### src/rtl/load_unit_pkg.sv
// Shared encodings and helpers for the data-memory load unit.
// The alignment check helper is only referenced when LOAD_UNIT_ALIGN_CHECK_EN is defined.
package load_unit_pkg;

  // Access size encodings on req_size
  localparam logic [1:0] SZ_BYTE = 2'b00;
  localparam logic [1:0] SZ_HALF = 2'b01;
  localparam logic [1:0] SZ_WORD = 2'b10;
  localparam logic [1:0] SZ_RSVD = 2'b11;

  // Legal memory read latency range
  localparam int unsigned MEM_LAT_MIN = 1;
  localparam int unsigned MEM_LAT_MAX = 4;

  typedef enum logic [1:0] {
    IDLE,
    ISSUE,
    WAIT,
    RESP
  } state_e;

  // True when the access is not naturally aligned, or the size is reserved
  function automatic logic misaligned(input logic [1:0] size, input logic [1:0] lsb);
    logic bad;
    case (size)
      SZ_BYTE: bad = 1'b0;
      SZ_HALF: bad = lsb[0];
      SZ_WORD: bad = (lsb != 2'b00);
      default: bad = 1'b1;
    endcase
    return bad;
  endfunction

endpackage

### src/rtl/load_align.sv
// Little-endian lane extraction and sign/zero extension of a memory read word.
// Low address bits below the access size are ignored, so unaligned requests are
// silently forced onto their natural boundary.
module load_align
  import load_unit_pkg::*;
(
  input  logic [31:0] rdata_i,
  input  logic [1:0]  addr_i,
  input  logic [1:0]  size_i,
  input  logic        signed_i,
  output logic [31:0] data_o
);

  logic [7:0]  byte_sel;
  logic [15:0] half_sel;

  // Select the addressed lane and extend it to 32 bits
  always_comb begin
    case (addr_i)
      2'b00:   byte_sel = rdata_i[7:0];
      2'b01:   byte_sel = rdata_i[15:8];
      2'b10:   byte_sel = rdata_i[23:16];
      default: byte_sel = rdata_i[31:24];
    endcase
    half_sel = addr_i[1] ? rdata_i[31:16] : rdata_i[15:0];
    case (size_i)
      SZ_BYTE: data_o = {{24{signed_i & byte_sel[7]}}, byte_sel};
      SZ_HALF: data_o = {{16{signed_i & half_sel[15]}}, half_sel};
      // Word and reserved size both return the full word
      default: data_o = rdata_i;
    endcase
  end

endmodule

### src/rtl/load_unit.sv
// Single-outstanding load unit: issues a word-aligned read, waits MEM_LAT cycles,
// extracts the addressed byte/halfword/word and returns it over a valid/ready response.
// Optional feature macro: LOAD_UNIT_ALIGN_CHECK_EN flags misaligned and reserved-size
// requests as errors (no memory access, rsp_err=1, rsp_data=0).
module load_unit
  import load_unit_pkg::*;
#(
  parameter int unsigned MEM_LAT = 1
) (
  input  logic        clk,
  input  logic        rst_n,
  input  logic        req_valid,
  output logic        req_ready,
  input  logic [31:0] req_addr,
  input  logic [1:0]  req_size,
  input  logic        req_signed,
  output logic        mem_rd_en,
  output logic [31:0] mem_addr,
  input  logic [31:0] mem_rdata,
  output logic        rsp_valid,
  input  logic        rsp_ready,
  output logic [31:0] rsp_data,
  output logic        rsp_err
);

  if (MEM_LAT < MEM_LAT_MIN || MEM_LAT > MEM_LAT_MAX) begin : g_bad_lat
    $error("load_unit: MEM_LAT out of range");
  end

  // WAIT runs while the counter steps from MEM_LAT-1 down to 0
  localparam logic [1:0] LatLoad = 2'(MEM_LAT - 1);

  state_e      state_q;
  logic [1:0]  cnt_q;
  logic [1:0]  lsb_q;
  logic [1:0]  size_q;
  logic        signed_q;
  logic        req_ready_q;
  logic        mem_rd_en_q;
  logic [31:0] mem_addr_q;
  logic        rsp_valid_q;
  logic [31:0] rsp_data_q;
  logic        rsp_err_q;
  logic        req_err;
  logic [31:0] align_data;

`ifdef LOAD_UNIT_ALIGN_CHECK_EN
  assign req_err = misaligned(req_size, req_addr[1:0]);
  assign rsp_err = rsp_err_q;
`else
  assign req_err = 1'b0;
  assign rsp_err = 1'b0;
`endif

  load_align u_align (
    .rdata_i  (mem_rdata),
    .addr_i   (lsb_q),
    .size_i   (size_q),
    .signed_i (signed_q),
    .data_o   (align_data)
  );

  // FSM with registered handshake and memory outputs
  always_ff @(posedge clk or negedge rst_n) begin
    if (!rst_n) begin
      state_q     <= IDLE;
      cnt_q       <= 2'd0;
      lsb_q       <= 2'd0;
      size_q      <= SZ_BYTE;
      signed_q    <= 1'b0;
      req_ready_q <= 1'b1;
      mem_rd_en_q <= 1'b0;
      mem_addr_q  <= 32'd0;
      rsp_valid_q <= 1'b0;
      rsp_data_q  <= 32'd0;
      rsp_err_q   <= 1'b0;
    end else begin
      case (state_q)
        IDLE: begin
          if (req_valid) begin
            lsb_q       <= req_addr[1:0];
            size_q      <= req_size;
            signed_q    <= req_signed;
            rsp_err_q   <= req_err;
            req_ready_q <= 1'b0;
            // Erroneous requests pass through ISSUE without strobing memory so that
            // their response appears one edge after acceptance.
            mem_rd_en_q <= ~req_err;
            if (!req_err) begin
              mem_addr_q <= {req_addr[31:2], 2'b00};
            end
            state_q <= ISSUE;
          end
        end
        ISSUE: begin
          mem_rd_en_q <= 1'b0;
          cnt_q       <= LatLoad;
          if (rsp_err_q) begin
            rsp_data_q  <= 32'd0;
            rsp_valid_q <= 1'b1;
            state_q     <= RESP;
          end else begin
            state_q <= WAIT;
          end
        end
        WAIT: begin
          if (cnt_q == 2'd0) begin
            rsp_data_q  <= align_data;
            rsp_valid_q <= 1'b1;
            state_q     <= RESP;
          end else begin
            cnt_q <= cnt_q - 2'd1;
          end
        end
        RESP: begin
          if (rsp_ready) begin
            rsp_valid_q <= 1'b0;
            req_ready_q <= 1'b1;
            state_q     <= IDLE;
          end
        end
        default: state_q <= IDLE;
      endcase
    end
  end

  assign req_ready = req_ready_q;
  assign mem_rd_en = mem_rd_en_q;
  assign mem_addr  = mem_addr_q;
  assign rsp_valid = rsp_valid_q;
  assign rsp_data  = rsp_data_q;

endmodule
### config.mk
export PLATFORM = sky130hd
export DESIGN_NAME = load_unit
export DESIGN_NICKNAME = d
export VERILOG_FILES = /design/src/rtl/load_unit_pkg.sv /design/src/rtl/load_align.sv /design/src/rtl/load_unit.sv
export SDC_FILE = /design/constraint.sdc
export NUM_CORES = 1
export LEC_CHECK = 0
export ABC_AREA = 0
export CELL_PAD_IN_SITES_DETAIL_PLACEMENT = 0
export CELL_PAD_IN_SITES_GLOBAL_PLACEMENT = 1
export CORE_MARGIN = 2
export CORE_UTILIZATION = 35
export CTS_CLUSTER_SIZE = 28
export DETAILED_ROUTE_END_ITERATION = 6
export PLACE_DENSITY_LB_ADDON = 0.05
export SLEW_MARGIN = 20
export SYNTH_ARGS = -nofsm -noshare
export SYNTH_HDL_FRONTEND = slang
export SYNTH_HIERARCHICAL = 1
export SYNTH_SLANG_ARGS = --single-unit
### constraint.sdc
create_clock -name clk -period 4.39 [get_ports clk]
set_clock_uncertainty 0.2 [all_clocks]
set_input_delay 0.439 -clock clk [delete_from_list [all_inputs] [get_ports clk]]
set_output_delay 0.439 -clock clk [all_outputs]
set_load 0.01 [all_outputs]
==> report_table.html <==
<table>
<tr><th>Metric</th><th>Value</th></tr>
<tr><th colspan="2">Pwr</th></tr>
<tr><td>Power share of the sequential group</td><td>0.303</td></tr>
<tr><td>Switching pwr</td><td>approximately 1.4 mW</td></tr>
<tr><td>Switching power share of the total</td><td>0.343</td></tr>
<tr><td>Combinational group share of total power</td><td>0.531</td></tr>
<tr><td>Proportion of power drawn by the clock network</td><td>0.167</td></tr>
<tr><td>Final Total Pwr</td><td>between 4 and 5 mW</td></tr>
<tr><td>Cell internal pwr</td><td>approximately 2.7 mW</td></tr>
<tr><td>IR drop worst, VDD</td><td>0.311 mV</td></tr>
<tr><td>Pwr/cell area</td><td>739 nW/um2</td></tr>
<tr><td>Leakage Power</td><td>~2.4 nW</td></tr>
<tr><th colspan="2">Synth</th></tr>
<tr><td>Combined area of all synthesized cells</td><td>between 4000 and 5000 um2</td></tr>
<tr><td>Flop and latch count out of synthesis</td><td>74</td></tr>
<tr><td>Sequential element share of the synthesized area</td><td>0.463</td></tr>
<tr><td>Number of synthesized flops with an enable pin</td><td>0</td></tr>
<tr><td>Fraction of registers with async set or reset after synthesis</td><td>1.00</td></tr>
<tr><td>Distinct cells, synth</td><td>33</td></tr>
<tr><td>Syn avg cell area</td><td>13.2 um2</td></tr>
<tr><td>Number of warnings printed during yosys synthesis</td><td>6</td></tr>
<tr><td>Most used DFF post-synth</td><td>sky130_fd_sc_hd__dfrtp_1</td></tr>
<tr><td>Post-synthesis cell count</td><td>302</td></tr>
<tr><th colspan="2">Routing</th></tr>
<tr><td>Post-detailed-route count of antenna-violating nets</td><td>0</td></tr>
<tr><td>Post-detailed-route DRC marker count</td><td>0</td></tr>
<tr><td>Violation count after the first detailed-route iteration</td><td>88</td></tr>
<tr><td>Wire length after detailed routing</td><td>roughly 10000 um</td></tr>
<tr><td>Average wire per cell in the routed design</td><td>17.8 um</td></tr>
<tr><td>Number of vias in the routed layout</td><td>2863</td></tr>
<tr><td>Vias per cell</td><td>approximately 5.0</td></tr>
<tr><td>DRT Pass-1 Iters</td><td>4</td></tr>
<tr><th colspan="2">Global routing</th></tr>
<tr><td>Total gr overflow</td><td>0</td></tr>
<tr><td>Maximum number of pins on one net before global-route repair</td><td>75</td></tr>
<tr><td>Number of antenna violations at the first check in global routing</td><td>0</td></tr>
<tr><td>Wire length of the first global-routing pass</td><td>16400 um</td></tr>
<tr><td>Aggregate global-route resource usage</td><td>0.172</td></tr>
<tr><td>Vias in the first global route</td><td>2917</td></tr>
<tr><th colspan="2">Flow run</th></tr>
<tr><td>Max-cap viol count</td><td>0</td></tr>
<tr><th colspan="2">Clocking</th></tr>
<tr><td>Worst-Skew Late Latency</td><td>0.34 ns</td></tr>
<tr><td>Number of clock sinks</td><td>74</td></tr>
<tr><td>Clock tree from TritonCTS</td><td>done</td></tr>
<tr><td>Number of buffers inserted during clock tree synthesis</td><td>9</td></tr>
<tr><td>Postcts setup bufs</td><td>0</td></tr>
<tr><td>Root Buffer Master</td><td>sky130_fd_sc_hd__clkbuf_16</td></tr>
<tr><td>Clock tree buffer depth</td><td>2</td></tr>
<tr><td>Count of H-tree levels built during CTS</td><td>3</td></tr>
<tr><td>Reg clk slew, reported paths</td><td>0.06 ns</td></tr>
<tr><td>Resized cells post-CTS</td><td>0</td></tr>
<tr><td>CTS Hold Buffers Added</td><td>0</td></tr>
<tr><th colspan="2">Critical path</th></tr>
<tr><td>Sort of element at the start of the critical path</td><td>flip-flop</td></tr>
<tr><td>Kind of end point of the critical path</td><td>flip-flop</td></tr>
<tr><td>Critical Path AT</td><td>2.97 ns</td></tr>
<tr><td>Reg-to-reg slack, setup</td><td>1.50 ns</td></tr>
<tr><td>Required @ worst endpoint</td><td>4.47 ns</td></tr>
<tr><td>Maximum fanout encountered on the critical timing path</td><td>25</td></tr>
<tr><td>Logic depth of the worst register-to-register path</td><td>4</td></tr>
<tr><td>Reg-to-Reg End</td><td>rsp_data[9]$_DFFE_PN0P_</td></tr>
<tr><td>Critical path class</td><td>flip-flop to flip-flop</td></tr>
<tr><td>FF-to-FF Start</td><td>lsb_q[1]$_DFFE_PN0P_</td></tr>
<tr><th colspan="2">Floorplan</th></tr>
<tr><td>Number of top-level pins</td><td>139</td></tr>
<tr><td>Die width</td><td>111 um</td></tr>
<tr><td>Die Area</td><td>12300 um2</td></tr>
<tr><td>Die Y-Extent</td><td>111 um</td></tr>
<tr><td>Core ar.</td><td>11300 um2</td></tr>
<tr><td>Placement Rows</td><td>39</td></tr>
<tr><td>Initial core utilization</td><td>0.355</td></tr>
<tr><th colspan="2">Timing</th></tr>
<tr><td>RSZ-0062 raised after global routing</td><td>false</td></tr>
<tr><td>Sum of negative setup slack</td><td>0 ns</td></tr>
<tr><td>Final Setup Violations</td><td>0</td></tr>
<tr><td>Final Cycle Share</td><td>0.658</td></tr>
<tr><td>Number of max-slew violations in the final report</td><td>0</td></tr>
<tr><td>Slew of the pin with the lowest slew margin</td><td>0.991 ns</td></tr>
<tr><td>Time the worst path needs with I/O delays and setup</td><td>2.89 ns</td></tr>
<tr><td>Hold Fails Final Rpt</td><td>0</td></tr>
<tr><td>Maximum frequency from static timing analysis</td><td>346 MHz</td></tr>
<tr><td>Remaining max-slew budget at the tightest pin</td><td>0.339</td></tr>
<tr><th colspan="2">Finish</th></tr>
<tr><td>Area of the multi-input gates</td><td>1900 um2</td></tr>
<tr><td>Area Growth Syn to Fin</td><td>40.2%</td></tr>
<tr><td>Fraction of final layout cells with drive strength greater than 1</td><td>0.242</td></tr>
<tr><td>Number of fillers in the final layout</td><td>1046</td></tr>
<tr><td>Register area</td><td>1850 um2</td></tr>
<tr><td>Most frequent standard cell in the layout excluding fill and tap cells</td><td>sky130_fd_sc_hd__clkdlybuf4s50_1</td></tr>
<tr><td>Layout Nets</td><td>just over 500</td></tr>
<tr><td>Most frequent cells in the layout</td><td>sky130_fd_sc_hd__clkdlybuf4s50_1 (134), sky130_fd_sc_hd__dfrtp_1 (73), sky130_fd_sc_hd__mux2_2 (40), sky130_fd_sc_hd__mux2_4 (30), sky130_fd_sc_hd__nand2_1 (26)</td></tr>
<tr><td>N_diodes</td><td>0</td></tr>
<tr><th colspan="2">Min path</th></tr>
<tr><td>Type of the tightest min-delay check</td><td>primary input to asynchronous set/reset pin</td></tr>
<tr><th colspan="2">Status</th></tr>
<tr><td>Status</td><td>finished clean</td></tr>
<tr><th colspan="2">Placement</th></tr>
<tr><td>Sum of net half-perimeters after detailed placement</td><td>7150 um</td></tr>
<tr><td>Port Buf Inserts</td><td>135</td></tr>
<tr><td>Final weighted congestion in routability-driven placement</td><td>a little over 0.7</td></tr>
</table>
worst max path at each step:
stage                               start                       end
floorplan            lsb_q[1]$_DFFE_PN0P_  rsp_data[11]$_DFFE_PN0P_
global placement            mem_rdata[31]  rsp_data[14]$_DFFE_PN0P_
detailed placement          mem_rdata[31]   rsp_data[9]$_DFFE_PN0P_
CTS                 size_q[1]$_DFFE_PN0P_   rsp_data[9]$_DFFE_PN0P_
global route         lsb_q[1]$_DFFE_PN0P_  rsp_data[18]$_DFFE_PN0P_
finish               lsb_q[1]$_DFFE_PN0P_   rsp_data[9]$_DFFE_PN0P_
kinds of logic (layout without fill, tap and decap cells):
family                   count (synthesis)  count (layout)  share of synthesized area
buffers and inverters                   35             161                     0.0644
other                                    1               3                   0.000937
flip-flops                              74              74                      0.463
adder cells (fa/ha/maj)                  8               8                     0.0250
multiplexers                            89              89                      0.273
AND/OR/NAND/NOR                         43              43                     0.0544
AO/OA/AOI/OAI                           52              52                      0.119
synth_stat cells (all sizes together), types with 2 or more instances:
| master | count | area [um2] |
|---|---|---|
| nand2 | 26 | 97.6 |
| o41ai | 2 | 17.5 |
| mux2 | 70 | 901 |
| nor2b | 10 | 70.1 |
| dfrtp | 73 | 1830 |
| o22a | 7 | 61.3 |
| a21oi | 4 | 20.0 |
| o211ai | 17 | 178 |
| nor2 | 3 | 11.3 |
| nand2b | 2 | 27.5 |
| inv | 8 | 30.0 |
| a22oi | 9 | 67.6 |
| ha | 8 | 100 |
| buf | 20 | 201 |
| clkbuf | 6 | 22.5 |
| o221ai | 8 | 70.1 |
| mux2i | 19 | 190 |
layer usage:
| metal | routed length [um] | vias to the layer above | share of wire | GRT usage |
|---|---|---|---|---|
| met5 | 0 | - | 0 | 0 |
| met4 | 248 | 0 | 0.024 | 0.0850 |
| met3 | 726 | 11 | 0.071 | 0.0558 |
| met2 | 4820 | 95 | 0.47 | 0.264 |
| met1 | 4410 | 1419 | 0.43 | 0.220 |
| li1 | - | 1338 | - | - |
critical path, stage by stage, from the launching register on:
cell	delay [ns]
sky130_fd_sc_hd__dfrtp_1	0.82
sky130_fd_sc_hd__nor2b_1	0.79
sky130_fd_sc_hd__a32oi_4	0.49
sky130_fd_sc_hd__o221ai_1	0.34
sky130_fd_sc_hd__mux2_4	0.18
cell type report:
cell class	count	share of cell area
sequential	74	0.330
timing repair buffer	137	0.243
tap	143	0.0319
clock buffer	11	0.0451
clock inverter	4	0.00491
multi-input combinational	195	0.338
inverter	9	0.00602
power by group through the flow:
stage,Clock (mW),Sequential [mW],Combinational (mW)
CTS,0.721,1.27,2.23
detailed placement,0,1.27,2.23
global placement,0,1.26,2.20
finish,0.691,1.26,2.20
floorplan,0,1.33,1.38
global route,0.746,1.31,2.37
sequential cells by signal (all words and copies together) (netlist names), 2 cells and up:
register and flops:
state_q 2, rsp_data 32, lsb_q 2, mem_addr 30, cnt_q 2, size_q 2
stage by stage:
step | utilization | hold slack, ns | instance area [um2] | setup slack (ns) | cells
6_report | 0.498 | 0.0588 | 5610 | 1.50 | 573
3_5_place_dp | 0.473 | 0.276 | 5330 | 1.41 | 558
2_1_floorplan | - | -0.0566 | 4010 | 2.41 | 304
3_3_place_gp | 0.473 | 0.255 | 5330 | 1.47 | 558
4_1_cts | 0.498 | 0.0956 | 5610 | 1.50 | 573
5_1_grt | 0.498 | 0.135 | 5610 | 1.30 | 573
No activity file was read; power rests on OpenSTA's default activity.
